--- config.mk ---
export PLATFORM = sky130hd
export DESIGN_NAME = mem_stage_lsu
export DESIGN_NICKNAME = d
export VERILOG_FILES = /design/src/rtl/riscv_lsu_pkg.sv /design/src/rtl/mem_stage_lsu_load_align.sv /design/src/rtl/mem_stage_lsu.sv
export SDC_FILE = /design/constraint.sdc
export NUM_CORES = 1
export LEC_CHECK = 0
export CAP_MARGIN = 20
export CORE_AREA = 2 2 114 128
export DETAILED_ROUTE_END_ITERATION = 7
export DIE_AREA = 0 0 116 130
export HOLD_SLACK_MARGIN = 0.12
export PLACE_DENSITY = 0.86
export SLEW_MARGIN = 20
export SYNTH_ARGS = -nofsm -noshare
export SYNTH_HDL_FRONTEND = slang
export SYNTH_SLANG_ARGS = --single-unit
--- constraint.sdc ---
create_clock -name clk -period 3.89 [get_ports clk]
set_clock_uncertainty 0.2 [all_clocks]
set_input_delay 0.5835 -clock clk [delete_from_list [all_inputs] [get_ports clk]]
set_output_delay 0.5835 -clock clk [all_outputs]
set_load 0.01 [all_outputs]
--- src/rtl/riscv_lsu_pkg.sv ---
// Shared definitions for the memory-stage load/store unit:
// funct3 codes, FSM encoding and store lane helpers.
package riscv_lsu_pkg;

    localparam logic [2:0] F3_B  = 3'b000;
    localparam logic [2:0] F3_H  = 3'b001;
    localparam logic [2:0] F3_W  = 3'b010;
    localparam logic [2:0] F3_BU = 3'b100;
    localparam logic [2:0] F3_HU = 3'b101;

    typedef enum logic [1:0] {
        S_IDLE = 2'd0,
        S_BUSY = 2'd1,
        S_DONE = 2'd2
    } lsu_state_e;

    function automatic logic [3:0] lsu_be(
        input logic [2:0] f3,
        input logic [1:0] off
    );
        logic [3:0] be;
        case (f3)
            F3_B:    be = 4'b0001 << off;
            F3_H:    be = off[1] ? 4'b1100 : 4'b0011;
            default: be = 4'b1111;
        endcase
        return be;
    endfunction

    function automatic logic [31:0] lsu_wdata(
        input logic [2:0]  f3,
        input logic [31:0] data
    );
        logic [31:0] wd;
        case (f3)
            F3_B:    wd = {4{data[7:0]}};
            F3_H:    wd = {2{data[15:0]}};
            default: wd = data;
        endcase
        return wd;
    endfunction

endpackage

--- src/rtl/mem_stage_lsu_load_align.sv ---
// Load data alignment: picks the addressed byte/half of the
// raw bus word and sign- or zero-extends it to 32 bits.
module lsu_load_align
    import riscv_lsu_pkg::*;
(
    input  logic [1:0]  off,
    input  logic [2:0]  funct3,
    input  logic [31:0] raw,
    output logic [31:0] data
);

    logic [7:0]  byte_v;
    logic [15:0] half_v;

    always_comb begin
        byte_v = raw[7:0];
        case (off)
            2'd1:    byte_v = raw[15:8];
            2'd2:    byte_v = raw[23:16];
            2'd3:    byte_v = raw[31:24];
            default: byte_v = raw[7:0];
        endcase
        half_v = off[1] ? raw[31:16] : raw[15:0];
    end

    always_comb begin
        data = raw;
        case (funct3)
            F3_B:    data = {{24{byte_v[7]}}, byte_v};
            F3_BU:   data = {24'h0, byte_v};
            F3_H:    data = {{16{half_v[15]}}, half_v};
            F3_HU:   data = {16'h0, half_v};
            default: data = raw;
        endcase
    end

endmodule

--- src/rtl/mem_stage_lsu.sv ---
// Memory-stage LSU: one ready/ack bus transaction per load/store,
// stalls the pipeline while outstanding, flags bad accesses and timeouts.
module mem_stage_lsu
    import riscv_lsu_pkg::*;
#(
    parameter int unsigned ACK_TIMEOUT = 255
) (
    input  logic        clk,
    input  logic        rst_n,
    input  logic        mm2reg,
    input  logic        mwmem,
    input  logic [2:0]  mfunct3,
    input  logic [31:0] malu,
    input  logic [31:0] mb,
    output logic [31:0] mmo,
    output logic        stall_m,
    output logic        mlsu_err,
    output logic        mbus_err,
    output logic        dmem_req,
    output logic        dmem_we,
    output logic [31:0] dmem_addr,
    output logic [31:0] dmem_wdata,
    output logic [3:0]  dmem_be,
    input  logic        dmem_ack,
    input  logic [31:0] dmem_rdata
);

    localparam logic [31:0] TO = 32'(ACK_TIMEOUT);

    lsu_state_e  state_q, state_d;
    logic [31:0] cnt_q, cnt_d;
    logic        req_q, req_d;
    logic        we_q, we_d;
    logic [31:0] addr_q, addr_d;
    logic [31:0] wdata_q, wdata_d;
    logic [3:0]  be_q, be_d;
    logic [1:0]  off_q, off_d;
    logic [2:0]  f3_q, f3_d;
    logic        load_q, load_d;
    logic [31:0] mmo_q, mmo_d;
    logic        bus_err_q, bus_err_d;

    logic        access, bad_f3, misal, err, to_hit;
    logic        stall, lsu_err;
    logic [31:0] ld_data;

    lsu_load_align u_align (
        .off    (off_q),
        .funct3 (f3_q),
        .raw    (dmem_rdata),
        .data   (ld_data)
    );

    always_comb begin
        access = mm2reg | mwmem;
        if (mm2reg)
            bad_f3 = !(mfunct3 inside {F3_B, F3_H, F3_W, F3_BU, F3_HU});
        else
            bad_f3 = !(mfunct3 inside {F3_B, F3_H, F3_W});
        misal = ((mfunct3[1:0] == 2'b01) & malu[0])
              | ((mfunct3[1:0] == 2'b10) & (|malu[1:0]));
        err    = (mm2reg & mwmem) | bad_f3 | misal;
        to_hit = (TO != 32'd0) && (cnt_q == TO - 32'd1);
    end

    always_comb begin
        state_d   = state_q;
        cnt_d     = cnt_q;
        req_d     = req_q;
        we_d      = we_q;
        addr_d    = addr_q;
        wdata_d   = wdata_q;
        be_d      = be_q;
        off_d     = off_q;
        f3_d      = f3_q;
        load_d    = load_q;
        mmo_d     = mmo_q;
        bus_err_d = 1'b0;
        stall     = 1'b0;
        lsu_err   = 1'b0;
        unique case (state_q)
            S_IDLE: begin
                if (access && err) begin
                    lsu_err = 1'b1;
                end else if (access) begin
                    stall   = 1'b1;
                    state_d = S_BUSY;
                    cnt_d   = 32'd0;
                    req_d   = 1'b1;
                    we_d    = mwmem;
                    addr_d  = {malu[31:2], 2'b00};
                    wdata_d = lsu_wdata(mfunct3, mb);
                    be_d    = mwmem ? lsu_be(mfunct3, malu[1:0]) : 4'b1111;
                    off_d   = malu[1:0];
                    f3_d    = mfunct3;
                    load_d  = mm2reg;
                end
            end
            S_BUSY: begin
                stall = 1'b1;
                cnt_d = cnt_q + 32'd1;
                // an ack in the final allowed cycle beats the timeout
                if (dmem_ack) begin
                    if (load_q)
                        mmo_d = ld_data;
                    req_d   = 1'b0;
                    state_d = S_DONE;
                end else if (to_hit) begin
                    req_d     = 1'b0;
                    bus_err_d = 1'b1;
                    state_d   = S_DONE;
                end
            end
            S_DONE: begin
                state_d = S_IDLE;
            end
            default: begin
                state_d = S_IDLE;
            end
        endcase
    end

    always_ff @(posedge clk or negedge rst_n) begin
        if (!rst_n) begin
            state_q   <= S_IDLE;
            cnt_q     <= '0;
            req_q     <= 1'b0;
            we_q      <= 1'b0;
            addr_q    <= '0;
            wdata_q   <= '0;
            be_q      <= '0;
            off_q     <= '0;
            f3_q      <= '0;
            load_q    <= 1'b0;
            mmo_q     <= '0;
            bus_err_q <= 1'b0;
        end else begin
            state_q   <= state_d;
            cnt_q     <= cnt_d;
            req_q     <= req_d;
            we_q      <= we_d;
            addr_q    <= addr_d;
            wdata_q   <= wdata_d;
            be_q      <= be_d;
            off_q     <= off_d;
            f3_q      <= f3_d;
            load_q    <= load_d;
            mmo_q     <= mmo_d;
            bus_err_q <= bus_err_d;
        end
    end

    // decode outputs are forced low while reset is held
    assign stall_m    = rst_n & stall;
    assign mlsu_err   = rst_n & lsu_err;
    assign mbus_err   = bus_err_q;
    assign mmo        = mmo_q;
    assign dmem_req   = req_q;
    assign dmem_we    = we_q;
    assign dmem_addr  = addr_q;
    assign dmem_wdata = wdata_q;
    assign dmem_be    = be_q;

endmodule

==> impl_metrics.py, run 1 <==
metrics = {
    "clock_tree": {
        "cts_buffers": 17,
        "htreeDepth": 4,
        "clockBufferDepth": 2,
        "clkSlewWorstSetupHoldPaths_ns": 0.06,
        "hold_buffers": 1,
        "cts_sinks": 141,
        "cts_root_buf": "clkbuf_16",
        "cts_resized": 0,
        "cts_tree": "built",
        "clock_latency_ns": 0.42,
        "cts_setup_buffers": 0,
    },
    "final_layout": {
        "num-nets-final": 1075,
        "drive_gt1_share_pct": 5.91,
        "syn_to_final_growth_pct": 40.5,
        "multi_input_area_um2": 3090,
        "final_core_util_pct": 69.6,
        "seqCellArea_um2": 3530,
        "diodes": 0,
        "n_fill_cell": 1077,
    },
    "setup_path": {
        "rr_worst_depth": 4,
        "cp_data_arrival_time_ns": 2.67,
        "cp_max_fo": 5,
        "r2r-start": "off_q[1]",
        "rrSetupSlack_ns": 1.40,
        "r2r_end": "mmo[30]",
        "cp_data_required_time_ns": 3.11,
        "start_kind": "input pin",
        "critical_path_class": "in -> out",
        "worstSetupEndpointType": "primary output",
    },
    "power_and_ir_drop": {
        "combPwrFrac_pct": 35.0,
        "clkPwrFrac_pct": 27.3,
        "seqPwrFrac_pct": 37.8,
        "p_leak_nw": 4.24,
        "switching_share_pct": 32.1,
        "p_per_area_nw_per_um2": 612,
        "peakVddDrop_mv": 0.343,
        "p_switching_mw": 1.91,
        "cellInternalPower_mw": 4.03,
    },
    "synth": {
        "synthArstFlopShare_pct": 100,
        "synth_ff_type": "dfrtp_1",
        "synthTopCellsByCount": "nand2_1 (213), dfrtp_1 (141), o21ai_0 (50)",
        "yosysTopAreaCell": "dfrtp_1",
        "yosys_warnings": 0,
        "ys_ff_latch": 141,
        "synth_most_common_cell": "nand2_1",
        "synth.avg_cell_area_um2": 8.91,
        "synthCells": 775,
        "synth_cell_types": 54,
        "ys_seq_area_share_pct": 51.1,
        "yosysTopAreaCellShare_pct": 51.1,
        "synthTopCellsByArea": "dfrtp_1 (51%), nand2_1 (12%), mux2i_1 (4.9%)",
        "synth_edf_count": 0,
        "synth_area_um2": 6900,
    },
    "routing": {
        "detail_route.wl_per_cell_um": 16.7,
        "first_pass_iters": 7,
        "drtIter0Drc": 442,
        "finalWirelength_um": 19600,
        "vias": 6398,
        "drc_errors": 0,
        "viasPerCell": 5.45,
        "ant_nets": 0,
    },
    "die": {
        "core_area_um2": 13900,
        "floorplan.initialDensity_pct": 49.6,
        "die_area_um2": 15100,
        "fp.dieH_um": 130,
        "die_x_um": 116,
        "io_pins": 209,
        "rows": 46,
    },
    "hold_path": {
        "min_to": "dmem_addr[28]",
        "hp-start": "dmem_addr[28]",
        "hold_depth": 2,
        "hold_path_class": "reg -> reg",
    },
    "flow_run": {
        "maxCapViolCount": 0,
    },
    "timing": {
        "fmaxAchievable_ghz": 0.290,
        "period_needed_ns": 3.45,
        "finalSetupViolations": 0,
        "final_max_slew_viol_count": 0,
        "worst_slew_pin_slew_ns": 0.906,
        "slew_headroom_pct": 39.6,
        "setup-tns-final_ns": 0,
        "grt_setup_unrepaired": "false",
        "timing.final.crit_share_pct": 88.8,
        "final_hold_viol_count": 0,
    },
    "grt": {
        "grt_usage_pct": 26.2,
        "grt_pass1_vias": 6009,
        "grt_max_degree": 61,
        "grt-ovfl-total": 0,
        "grt_pass1_wl_um": 30300,
        "grt_antenna_before_repair": 0,
    },
    "placed_design": {
        "portBuffers": 206,
        "gp_congestion": 0.903,
        "hpwl_um": 14000,
    },
    "outcome": {
        "status": "completed",
    },
}
worst max-delay path, stage by stage:
cell,delay (ns)
clkdlybuf4s50_1,0.55
nor4_4,0.39
a21oi_2,0.11
maj3_1,0.35
and3_1,0.19
clkdlybuf4s50_1,0.48
logic make-up after synthesis:
group / share of synthesized area (%)
DFF: 51.1
AOI/OAI and AO/OA: 10.5
muxes: 5.09
buffers and inverters: 4.21
and+or+nand+nor: 26.2
other: 0.0543
adders and majority gates: 0.508
xor gates and xnor gates: 2.28
cell type report:
cell class                 instances  area share, %
sequential                       141           36.4
timing repair buffer             225           22.8
multi-input combinational        571           31.9
clock inverter                    11           1.48
inverter                          13          0.503
clock buffer                      20           4.50
tap                              192           2.48
registers in the layout, indices dropped and copies added (netlist names):
name        flops
dmem_be         4
dmem_wdata     32
mmo            32
f3_q            3
dmem_we         1
state_q         2
off_q           2
mbus_err        1
dmem_req        1
dmem_addr      30
cnt_q          32
load_q          1
through the flow:
| stage | cell area [um2] | instances | hold slack (ns) | setup slack, ns | power, mW |
|---|---|---|---|---|---|
| finish | 9700 | 1173 | 0.272 | 0.437 | 5.94 |
| global route | 9700 | 1173 | 0.289 | 0.353 | 6.25 |
| CTS | 9700 | 1173 | 0.277 | 0.418 | 5.97 |
| detailed placement | 9110 | 1141 | 0.262 | 0.424 | 4.32 |
| global placement | 9110 | 1141 | 0.257 | 0.452 | 4.26 |
| floorplan | 6910 | 776 | 0.0879 | 1.34 | 3.10 |
power groups by stage:
stage                     sequential (mW)  combinational [mW]  clock [mW]
after floorplan                      2.37               0.729           0
after global placement               2.23                2.03           0
after detailed placement             2.26                2.06           0
after CTS                            2.24                2.09        1.64
after global routing                 2.29                2.26        1.69
final                                2.24                2.08        1.62
worst max-delay path by stage:
stage / slack (ns) / from / cells past startpoint / end
4_1_cts: 0.42 / mm2reg / 6 / mlsu_err
5_1_grt: 0.35 / malu[0] / 6 / mlsu_err
2_1_floorplan: 1.34 / mfunct3[0] / 5 / stall_m
3_5_place_dp: 0.42 / mfunct3[2] / 6 / mlsu_err
3_3_place_gp: 0.45 / mfunct3[2] / 6 / mlsu_err
6_report: 0.44 / mfunct3[2] / 6 / mlsu_err
cells in the final DEF, fill, tap and decap left out, types with 3 or more instances in the layout:
master,instances
nand2_1,213
clkdlybuf4s50_1,205
dfrtp_1,141
o21ai_0,50
nand3_1,46
nor2_1,40
mux2i_1,34
a21oi_1,26
buf_4,18
clkbuf_16,17
xnor2_1,16
nor4_1,15
nand4_1,14
inv_1,13
o21ai_1,12
nor3b_1,9
or3_1,9
nand2b_1,8
a22oi_1,8
o22ai_1,7
nor3_1,6
and4_1,4
nor2b_1,4
clkinv_2,4
and3_1,3
o21a_1,3
a31o_1,3
bufinv_16,3
clkbuf_1,3
layer usage:
metal	global-route usage, %	share of wire [%]
met1	32.5	39
met2	42.4	50
met3	8.36	8.4
met4	10.9	2.6
met5	0	0
Note: power is estimated with default switching activity, not from simulation.
==> inputs of run 2 (changes only) <==
--- a/config.mk
+++ b/config.mk
@@ -7,9 +7,9 @@
 export LEC_CHECK = 0
 export CAP_MARGIN = 20
 export CORE_AREA = 2 2 114 128
+export CTS_CLUSTER_SIZE = 24
 export DETAILED_ROUTE_END_ITERATION = 7
 export DIE_AREA = 0 0 116 130
-export HOLD_SLACK_MARGIN = 0.12
 export PLACE_DENSITY = 0.86
 export SLEW_MARGIN = 20
 export SYNTH_ARGS = -nofsm -noshare
==> results of run 2 <==
Same layout as run 1: the final DEF is identical, and so are final timing and power.
==> inputs of run 3 (changes only) <==
--- a/config.mk
+++ b/config.mk
@@ -11,6 +11,7 @@
 export DETAILED_ROUTE_END_ITERATION = 7
 export DIE_AREA = 0 0 116 130
 export PLACE_DENSITY = 0.86
+export SETUP_SLACK_MARGIN = 0.2
 export SLEW_MARGIN = 20
 export SYNTH_ARGS = -nofsm -noshare
 export SYNTH_HDL_FRONTEND = slang
==> results of run 3 <==
Same layout as run 1: the final DEF is identical, and so are final timing and power.
==> variant (flow settings as in run 1) <==
`wdata_q` no longer has a reset.
--- a/src/rtl/mem_stage_lsu.sv
+++ b/src/rtl/mem_stage_lsu.sv
@@ -127,7 +127,6 @@
             req_q     <= 1'b0;
             we_q      <= 1'b0;
             addr_q    <= '0;
-            wdata_q   <= '0;
             be_q      <= '0;
             off_q     <= '0;
             f3_q      <= '0;
@@ -140,7 +139,6 @@
             req_q     <= req_d;
             we_q      <= we_d;
             addr_q    <= addr_d;
-            wdata_q   <= wdata_d;
             be_q      <= be_d;
             off_q     <= off_d;
             f3_q      <= f3_d;
@@ -148,6 +146,10 @@
             mmo_q     <= mmo_d;
             bus_err_q <= bus_err_d;
         end
+    end
+
+    always_ff @(posedge clk) begin
+        wdata_q <= wdata_d;
     end
 
     // decode outputs are forced low while reset is held
Check against the original RTL: not equivalent (Yosys sat finds a counterexample within 4 cycles, from zero or initial values and one cycle with rst_n low).
==> variant against run 1 <==
Non-clock buffer count fell by 5; design area is 1.9% lower; largest power group unchanged; sequential power shrank 6%; sequential cell count stayed put; critical endpoint unchanged; synthesized area shrank 4.0%; setup slack got worse by 0.24 ns; total power down 7.1%; routed wire length shrank 3.0%; critical path type unchanged.
==> variant: results (changes against run 1) <==
vias per cell -> 5.658 (+3.7%)
Post CTS Setup Buffer Count -> 0 (unchanged)
worst slew pin tran -> 0.9744 ns (+0.06890 ns)
Clock Latency Late Sink -> 0.42 ns (about the same)
Peak VDD IR -> 406.9 uV (+19%)
port buffer count -> 206 (unchanged)
main area contributors after synthesis -> dfrtp_1 41%, edfxtp_1 14%, mux2_2 9.3%
Synth cell types -> 54 (unchanged)
Bufs on Longest Clock Path -> 2 (unchanged)
layout cell share with drive strength beyond 1 -> 0.1383 (+0.07923)
RR Endpoint -> cnt_q[19]$_DFFE_PN0P_
status -> completed
Nets -> 917 (-15%)
FFs w/ async S/R, synth -> 0.7730 (-0.2270)
combinational logic power -> 1.79 mW (-14%)
number of flops mapped to enable cells by yosys -> 32 (+32)
Post-Synth Adder-Cell Area -> 0.005285 (+0.0002089)
synth warn -> 0 (unchanged)
Clock power frac -> 0.293 (+0.020)
worst reg2reg path depth -> 5 (+1)
minimum clock period -> 3.697 ns (+0.2448 ns)
initial DRC count -> 470 (+6.3%)
Hold Path Stages -> 2 (unchanged)
TritonRoute pass-1 iters -> 5 (-2)
setup slack, reg-to-reg -> 1.36 ns (-0.04 ns)
dpl cell area -> 8901 um^2 (-2.3%)
Commonest cells post-synth -> 109 x dfrtp_1, 55 x mux2_2, 49 x nor2_1
syn_area_per_cell -> 10.94 um^2 (+23%)
Placed Instances -> 983 (-14%)
top fanout value on the critical path -> 8 (+3)
Compound-Gate Fraction of Synth Area -> 0.09872 (-0.006432)
initial antenna violation count -> 0 (unchanged)
CTS root buf -> clkbuf_16
register area share after synthesis -> 0.5564 (+0.04520)
Logic pwr share -> 0.324 (-0.026)
RR Startpoint -> cnt_q[2]$_DFFE_PN0P_
crit path from -> mfunct3[0]
worst path arrival time -> 2.91 ns (+0.24 ns)
Clock Pin Slew Worst Setup and Hold Paths -> 0.06 ns (about the same)
drt wl/cell -> 18.76 um (+12%)
DP Wirelength -> 13.02 mm (-7.0%)
Overall Global Routing Usage -> 0.2548 (-0.006747)
Num CTS Buffers -> 17 (unchanged)
Leak -> 3.820 nW (-10%)
Routed WL -> 19.06 mm (-3.0%)
pre-CTS setup slack -> 0.1071 ns (-0.3167 ns)
largest net degree at the start of global routing -> 79 (+30%)
WHS -> 0.2832 ns (+0.01095 ns)
post-synthesis mux area share -> 0.1210 (+0.07005)
Hold Path End -> mmo[2]$_DFFE_PN0P_
Synth Area in XOR/XNOR -> 0.01850 (-0.004345)
Worst Hold Launch -> mmo[2]$_DFFE_PN0P_
vias in the first global route -> 5952 (-0.95%)
GPL Wtd Cong -> 0.8744 (-3.1%)
Net Sw Frac -> 0.3039 (-0.01716)
first-pass GRT wire length -> 29.67 mm (-2.2%)
-- variant: repair_timing --
action                                  CTS  global route
gates resized for setup                   1             0
endpoints found under the setup margin    1             0
hold buffers                              1             0
hold endpoints to repair                 31             0
-- variant: per-layer routing --
layer	share of wire	wire length, um	track usage	vias up
li1	-	-	-	2605
met2	0.53	10030	0.4393	267
met4	0.027	524	0.1001	0
met3	0.075	1421	0.08360	45
met5	0	0	0	-
met1	0.37	7081	0.2948	2832
-- variant: critical path, stage by stage --
cell and delay (ns):
clkdlybuf4s50_1 0.70, a21oi_1 0.21, a21oi_2 0.41, maj3_1 0.26, and3_1 0.18, clkdlybuf4s50_1 0.56
-- variant: area by class of cell --
cell class / instances / area, um^2
Tap cell: 192 / 240.2
Inverter: 21 / 78.83
Sequential cell: 141 / 3689
Fill cell: 993 / 4415
Clock inverter: 13 / 138.9
Clock buffer: 19 / 452.9
Timing Repair Buffer: 220 / 2180
Multi-Input combinational cell: 410 / 2734
